==> config.mk <==
export PLATFORM = sky130hd
export DESIGN_NAME = grf_scoreboard
export DESIGN_NICKNAME = d
export VERILOG_FILES = /design/src/rtl/grf_scoreboard.sv
export SDC_FILE = /design/constraint.sdc
export NUM_CORES = 2
export LEC_CHECK = 0
export CAP_MARGIN = 5
export CORE_ASPECT_RATIO = 2
export CORE_MARGIN = 8
export CORE_UTILIZATION = 60
export CTS_CLUSTER_DIAMETER = 80
export DETAILED_ROUTE_END_ITERATION = 8
export PLACE_DENSITY = 0.78
export SLEW_MARGIN = 20
export SYNTH_ARGS = -nofsm -noshare
export SYNTH_HDL_FRONTEND = slang
export SYNTH_SLANG_ARGS = --single-unit
==> constraint.sdc <==
create_clock -name clk -period 14.45 [get_ports clk]
set_input_delay 3.6125 -clock clk [delete_from_list [all_inputs] [get_ports clk]]
set_output_delay 3.6125 -clock clk [all_outputs]
set_load 0.02 [all_outputs]
==> src/rtl/grf_scoreboard.sv <==
// grf_scoreboard: general register file for the pipelined CPU. It has NREAD combinational
//   read ports, one write-back port, same-cycle write->read bypass, and a per-register
//   in-flight write counter. Decode stalls on rd_busy.
// Latency: reads and rd_busy are zero-latency (combinational). Writes and counters update
//   on the rising edge of clk.
// Backpressure: none inside the block. Decode must stall while rd_busy is set. Counter
//   overflow and underflow set the sticky sb_err flag.
// Ports:
//   clk, reset          clock, synchronous active-high reset (reset beats iss_en/wr_en)
//   rd_addr/rd_data     packed read ports, port k at [k*ADDR_W +: ADDR_W] / [k*DATA_W +: DATA_W]
//   rd_busy             port k operand still has an outstanding write that is not visible
//   iss_en/iss_addr     decode issues an instruction that will write iss_addr
//   wr_en/wr_addr/
//   wr_data/wr_pc       write-back port (wr_pc is used only for the trace)
//   busy_cnt            number of registers with a nonzero in-flight count
//   sb_err              sticky overflow/underflow flag
// Optional feature: define GRF_TRACE_EN to print one trace line for each committed write.
module grf_scoreboard #(
  parameter int DATA_W = 32,
  parameter int ADDR_W = 5,
  parameter int NREAD  = 2,
  parameter int CNT_W  = 2
) (
  input  logic                    clk,
  input  logic                    reset,
  input  logic [NREAD*ADDR_W-1:0] rd_addr,
  output logic [NREAD*DATA_W-1:0] rd_data,
  output logic [NREAD-1:0]        rd_busy,
  input  logic                    iss_en,
  input  logic [ADDR_W-1:0]       iss_addr,
  input  logic                    wr_en,
  input  logic [ADDR_W-1:0]       wr_addr,
  input  logic [DATA_W-1:0]       wr_data,
  input  logic [31:0]             wr_pc,
  output logic [ADDR_W:0]         busy_cnt,
  output logic                    sb_err
);

  localparam int DEPTH = 2**ADDR_W;
  localparam logic [CNT_W-1:0] CNT_MAX = {CNT_W{1'b1}};

  logic [DATA_W-1:0] regs_q [DEPTH];
  logic [CNT_W-1:0]  cnt_q  [DEPTH];
  logic [CNT_W-1:0]  cnt_d  [DEPTH];
  logic              sb_err_q, sb_err_d;

  // Writes to $0 are dropped and never touch counters or the error flag.
  logic wr_commit;
  assign wr_commit = wr_en && (wr_addr != '0);

  // Counter next state. An issue and a write-back to the same register in the same
  // cycle cancel out, so the counter does not change.
  always_comb begin
    sb_err_d = sb_err_q;
    cnt_d[0] = '0;
    for (int r = 1; r < DEPTH; r++) begin
      logic inc, dec;
      inc = iss_en && (iss_addr == ADDR_W'(r));
      dec = wr_en  && (wr_addr  == ADDR_W'(r));
      cnt_d[r] = cnt_q[r];
      if (inc && !dec) begin
        if (cnt_q[r] == CNT_MAX) sb_err_d = 1'b1;
        else                     cnt_d[r] = cnt_q[r] + 1'b1;
      end else if (dec && !inc) begin
        if (cnt_q[r] == '0) sb_err_d = 1'b1;
        else                cnt_d[r] = cnt_q[r] - 1'b1;
      end
    end
  end

  always_ff @(posedge clk) begin
    if (reset) begin
      for (int r = 0; r < DEPTH; r++) begin
        regs_q[r] <= '0;
        cnt_q[r]  <= '0;
      end
      sb_err_q <= 1'b0;
    end else begin
      if (wr_commit) regs_q[wr_addr] <= wr_data;
      for (int r = 0; r < DEPTH; r++) cnt_q[r] <= cnt_d[r];
      sb_err_q <= sb_err_d;
    end
  end

  assign sb_err = sb_err_q;

  // Read ports. A write-back arriving this cycle is bypassed to the read data. If it
  // is the last outstanding write for that register, the operand is already usable.
  for (genvar k = 0; k < NREAD; k++) begin : g_rd
    logic [ADDR_W-1:0] a;
    logic              hit;
    assign a   = rd_addr[k*ADDR_W +: ADDR_W];
    assign hit = wr_commit && (wr_addr == a);
    assign rd_data[k*DATA_W +: DATA_W] = (a == '0) ? '0 : (hit ? wr_data : regs_q[a]);
    assign rd_busy[k] = (cnt_q[a] != '0) && !(hit && (cnt_q[a] == CNT_W'(1)));
  end

  always_comb begin
    busy_cnt = '0;
    for (int r = 0; r < DEPTH; r++)
      busy_cnt = busy_cnt + {{ADDR_W{1'b0}}, |cnt_q[r]};
  end

`ifdef GRF_TRACE_EN
  always_ff @(posedge clk) begin
    if (!reset && wr_commit)
      $display("@%h: $%d <= %h", wr_pc, wr_addr, wr_data);
  end
`else
  // The PC is only used for tracing. This reduction drives nothing and is removed.
  logic unused_wr_pc;
  assign unused_wr_pc = ^wr_pc;
`endif

endmodule

==> impl_results.md <==
- GR Overflow Total: 0
- Ratio of cells with drive above 1 in the final layout: 0.197
- Tot Pwr: 0.00738 W
- Clock sink count: 1,087
- Met1 Use GR: 0.431
- Gpl congestion: 0.934
- FF-to-FF setup slack: 12,160 ps
- Clk buf depth: 3
- WP data arrival: 8020 ps
- Wire length per cell: 34.4 um
- GRT Max-Usage Layer: met2
- CP Cell Sequence: buf_8, buf_12, nor2b_1, buf_4, a221o_1, o22ai_1, nor3_1, nor3_1, clkdlybuf4s50_1
- Seq/Total Area, Yosys: 0.509
- Grt met3 use: 0.0910
- Static leakage: 24.3 nW
- DRT Pass-1 Iters: 6
- CTS resizes: 0
- Hold depth: 2
- Slowest Stage Delay on Critical Path: 750 ps
- Worst Skew: 9.66 ps
- Inst Count DP: 5,957
- Post-Layout Cell Count: 6,144
- Core area: 104,000 um2
- Routed vias: 44,436
- Worst-Margin Slew: 1120 ps
- Vias in the first global route: 44,360
- Initial antenna violation count: 13
- Die Area: 116,000 um2
- Met2 usage in global routing: 0.551
- Fin Setup TNS: 0 ps
- HP Start: cnt_q[24][0]$_SDFFE_PP0P_
- Die Y: 474 um
- R2r startpoint: cnt_q[8][0]$_SDFFE_PP0P_
- Fin crit share: 0.805
- # rows: 168
- Chip Width: 245 um
- Dpl hpwl: 124,000 um
- Worst R2R End: sb_err$_SDFF_PP0_
- Root Driver: clkbuf_16
- Commonest cells after routing, fill and taps aside: edfxtp_1 (1,024), and2_1 (1,000), mux4_2 (440), mux2i_1 (226), nand2_1 (174)
- H-tree depth: 3
- Max Cap Viol: 0
- Tightest Hold Check Type: reg -> reg
- CTS tree: done
- Global-route wire length before repair: 302,000 um
- Element type at the critical path end: output pin
- Highest-delay cell along the critical path: clkdlybuf4s50_1
- Hold_ws: 575 ps
- DRC: 0
- Mapped Cells: 4,768
- Post-CTS setup buffer count: 0
- PwrDens: 108 nW/um2
- CP most frequent cell: nor3_1
- Layout area overhead: 8.28%
- Starting Density: 0.603
- Final Max Slew Viols: 0
- Commonest non-fill, non-tap cell in the layout: edfxtp_1
- Latest clock arrival within the worst-skew pair: 700 ps
- Mean Syn Cell Area: 13.2 um2
- Drt total wl: 211,000 um
- Total GRT Usage: 0.359
- Min Tclk post-route: 11,630 ps
- Yosys cell types: 72
- Slew HR: 0.242
- Hold Vio Cnt, Final: 0
- DRT iter0 DRCs: 6,912
- Synth Flop Type: edfxtp_1
- Max Fanout on Critical Path: 98
- EDFF count, synth: 1,024
- R2R depth: 5
- Maximum VDD drop: 0.105 mV
- Highest clock rate: 85.9 MHz
- Input/output buffers: 128
- Ys async rst share: 0
- Design Area, Final: 68,100 um2
- Final setup viols: 0
- Crit Path Class: in -> out
- Netlist Area Pre-Place: 62,900 um2
- Via-to-Cell Ratio: 7.23
- RSZ-0062 raised after global routing: false
- Status: completed
- Total CTS buffers: 97
- Worst Hold Endpoint: cnt_q[24][1]$_SDFFE_PP0P_
- # nets final: 4,878
- # hold bufs at CTS: 0
- Clock Pin Slew Worst Setup and Hold Paths: 60 ps
- # IOs: 161
- Post-detailed-route count of antenna-violating nets: 0
- Ys Warns: 0
- FF+latch count, synth: 1,087
- Post-place instance area: 64,900 um2
- Largest net degree at the start of global routing: 105
- Req. time, crit path: 10,840 ps
- Setup crit start kind: input port
[power by group]
part	internal (W)	total (W)	switching [W]
Combinational	0.000407	0.00103	0.000624
Sequential	0.00360	0.00369	0.0000856
Clock	0.00145	0.00266	0.00121
[critical path, delay by kind of cell]
family	cells	cell delay, ps
buffers and inverters	4	2030
AO/OA/AOI/OAI	2	800
AND/OR/NAND/NOR	3	1200
[Yosys cell counts, types with 30 or more instances]
| master | number | area, um2 |
|---|---|---|
| a21oi_1 | 82 | 410 |
| a221oi_1 | 44 | 385 |
| and2_1 | 1000 | 6260 |
| buf_2 | 68 | 340 |
| buf_4 | 45 | 338 |
| clkbuf_1 | 306 | 1150 |
| dfxtp_1 | 63 | 1260 |
| edfxtp_1 | 1024 | 30700 |
| ha_1 | 69 | 863 |
| inv_1 | 94 | 353 |
| mux2_2 | 103 | 1160 |
| mux2i_1 | 226 | 2260 |
| mux4_2 | 440 | 9910 |
| nand2_1 | 174 | 653 |
| nand2b_1 | 39 | 244 |
| nand3_1 | 37 | 185 |
| nor2_1 | 200 | 751 |
| nor2b_1 | 71 | 444 |
| nor3_1 | 56 | 280 |
| nor4b_1 | 30 | 263 |
| o21ai_0 | 124 | 621 |
| o22ai_1 | 78 | 488 |
| or2_2 | 48 | 300 |
[per-stage QoR]
stage           util  setup WS (ps)
2_1_floorplan      -           5400
3_3_place_gp   0.622           3220
3_5_place_dp   0.623           3200
4_1_cts        0.653           3190
5_1_grt        0.653           2970
6_report       0.653           2820
[logic make-up (layout without fill, tap and decap cells)]
group | after synthesis | count (layout) | share of synthesized area
other cells | 1 | 42 | 0.0000596
simple gates | 1717 | 1717 | 0.156
buf+inv | 563 | 538 | 0.0433
xor+xnor | 13 | 13 | 0.00181
fa+ha+maj | 92 | 92 | 0.0211
mux | 776 | 776 | 0.214
flops | 1087 | 1087 | 0.509
compound gates | 519 | 519 | 0.0547
[per-layer routing]
metal  vias up  wire length [um]  share of wire
li1      17684                 -              -
met1     21854             66000           0.31
met2      3897             95800           0.45
met3       999             29100           0.14
met4         2             20200          0.095
met5         -                14       0.000066
[sequential cells by signal (all words and copies together) (netlist names)]
signal,cells
cnt_q,62
regs_q,1024
sb_err,1
[cell type report]
cell class / count / area (um2)
Timing Repair Buffer: 266 / 2410
Inverter: 97 / 364
Clock buffer: 119 / 2570
Multi-Input combinational cell: 3149 / 28400
Clock inverter: 56 / 576
Tap cell: 1360 / 1700
Antenna cell: 10 / 25.0
Fill cell: 7521 / 36200
Sequential cell: 1087 / 32000
[worst max path at each step]
stage,to,slack (ps),startpoint
3_3_place_gp,rd_data[50],3220,rd_addr[6]
2_1_floorplan,rd_data[36],5400,rd_addr[6]
3_5_place_dp,rd_data[50],3200,rd_addr[6]
5_1_grt,rd_data[50],2970,rd_addr[6]
4_1_cts,rd_data[50],3190,rd_addr[6]
6_report,rd_data[50],2820,rd_addr[6]
No activity file was read; power rests on OpenSTA's default activity.
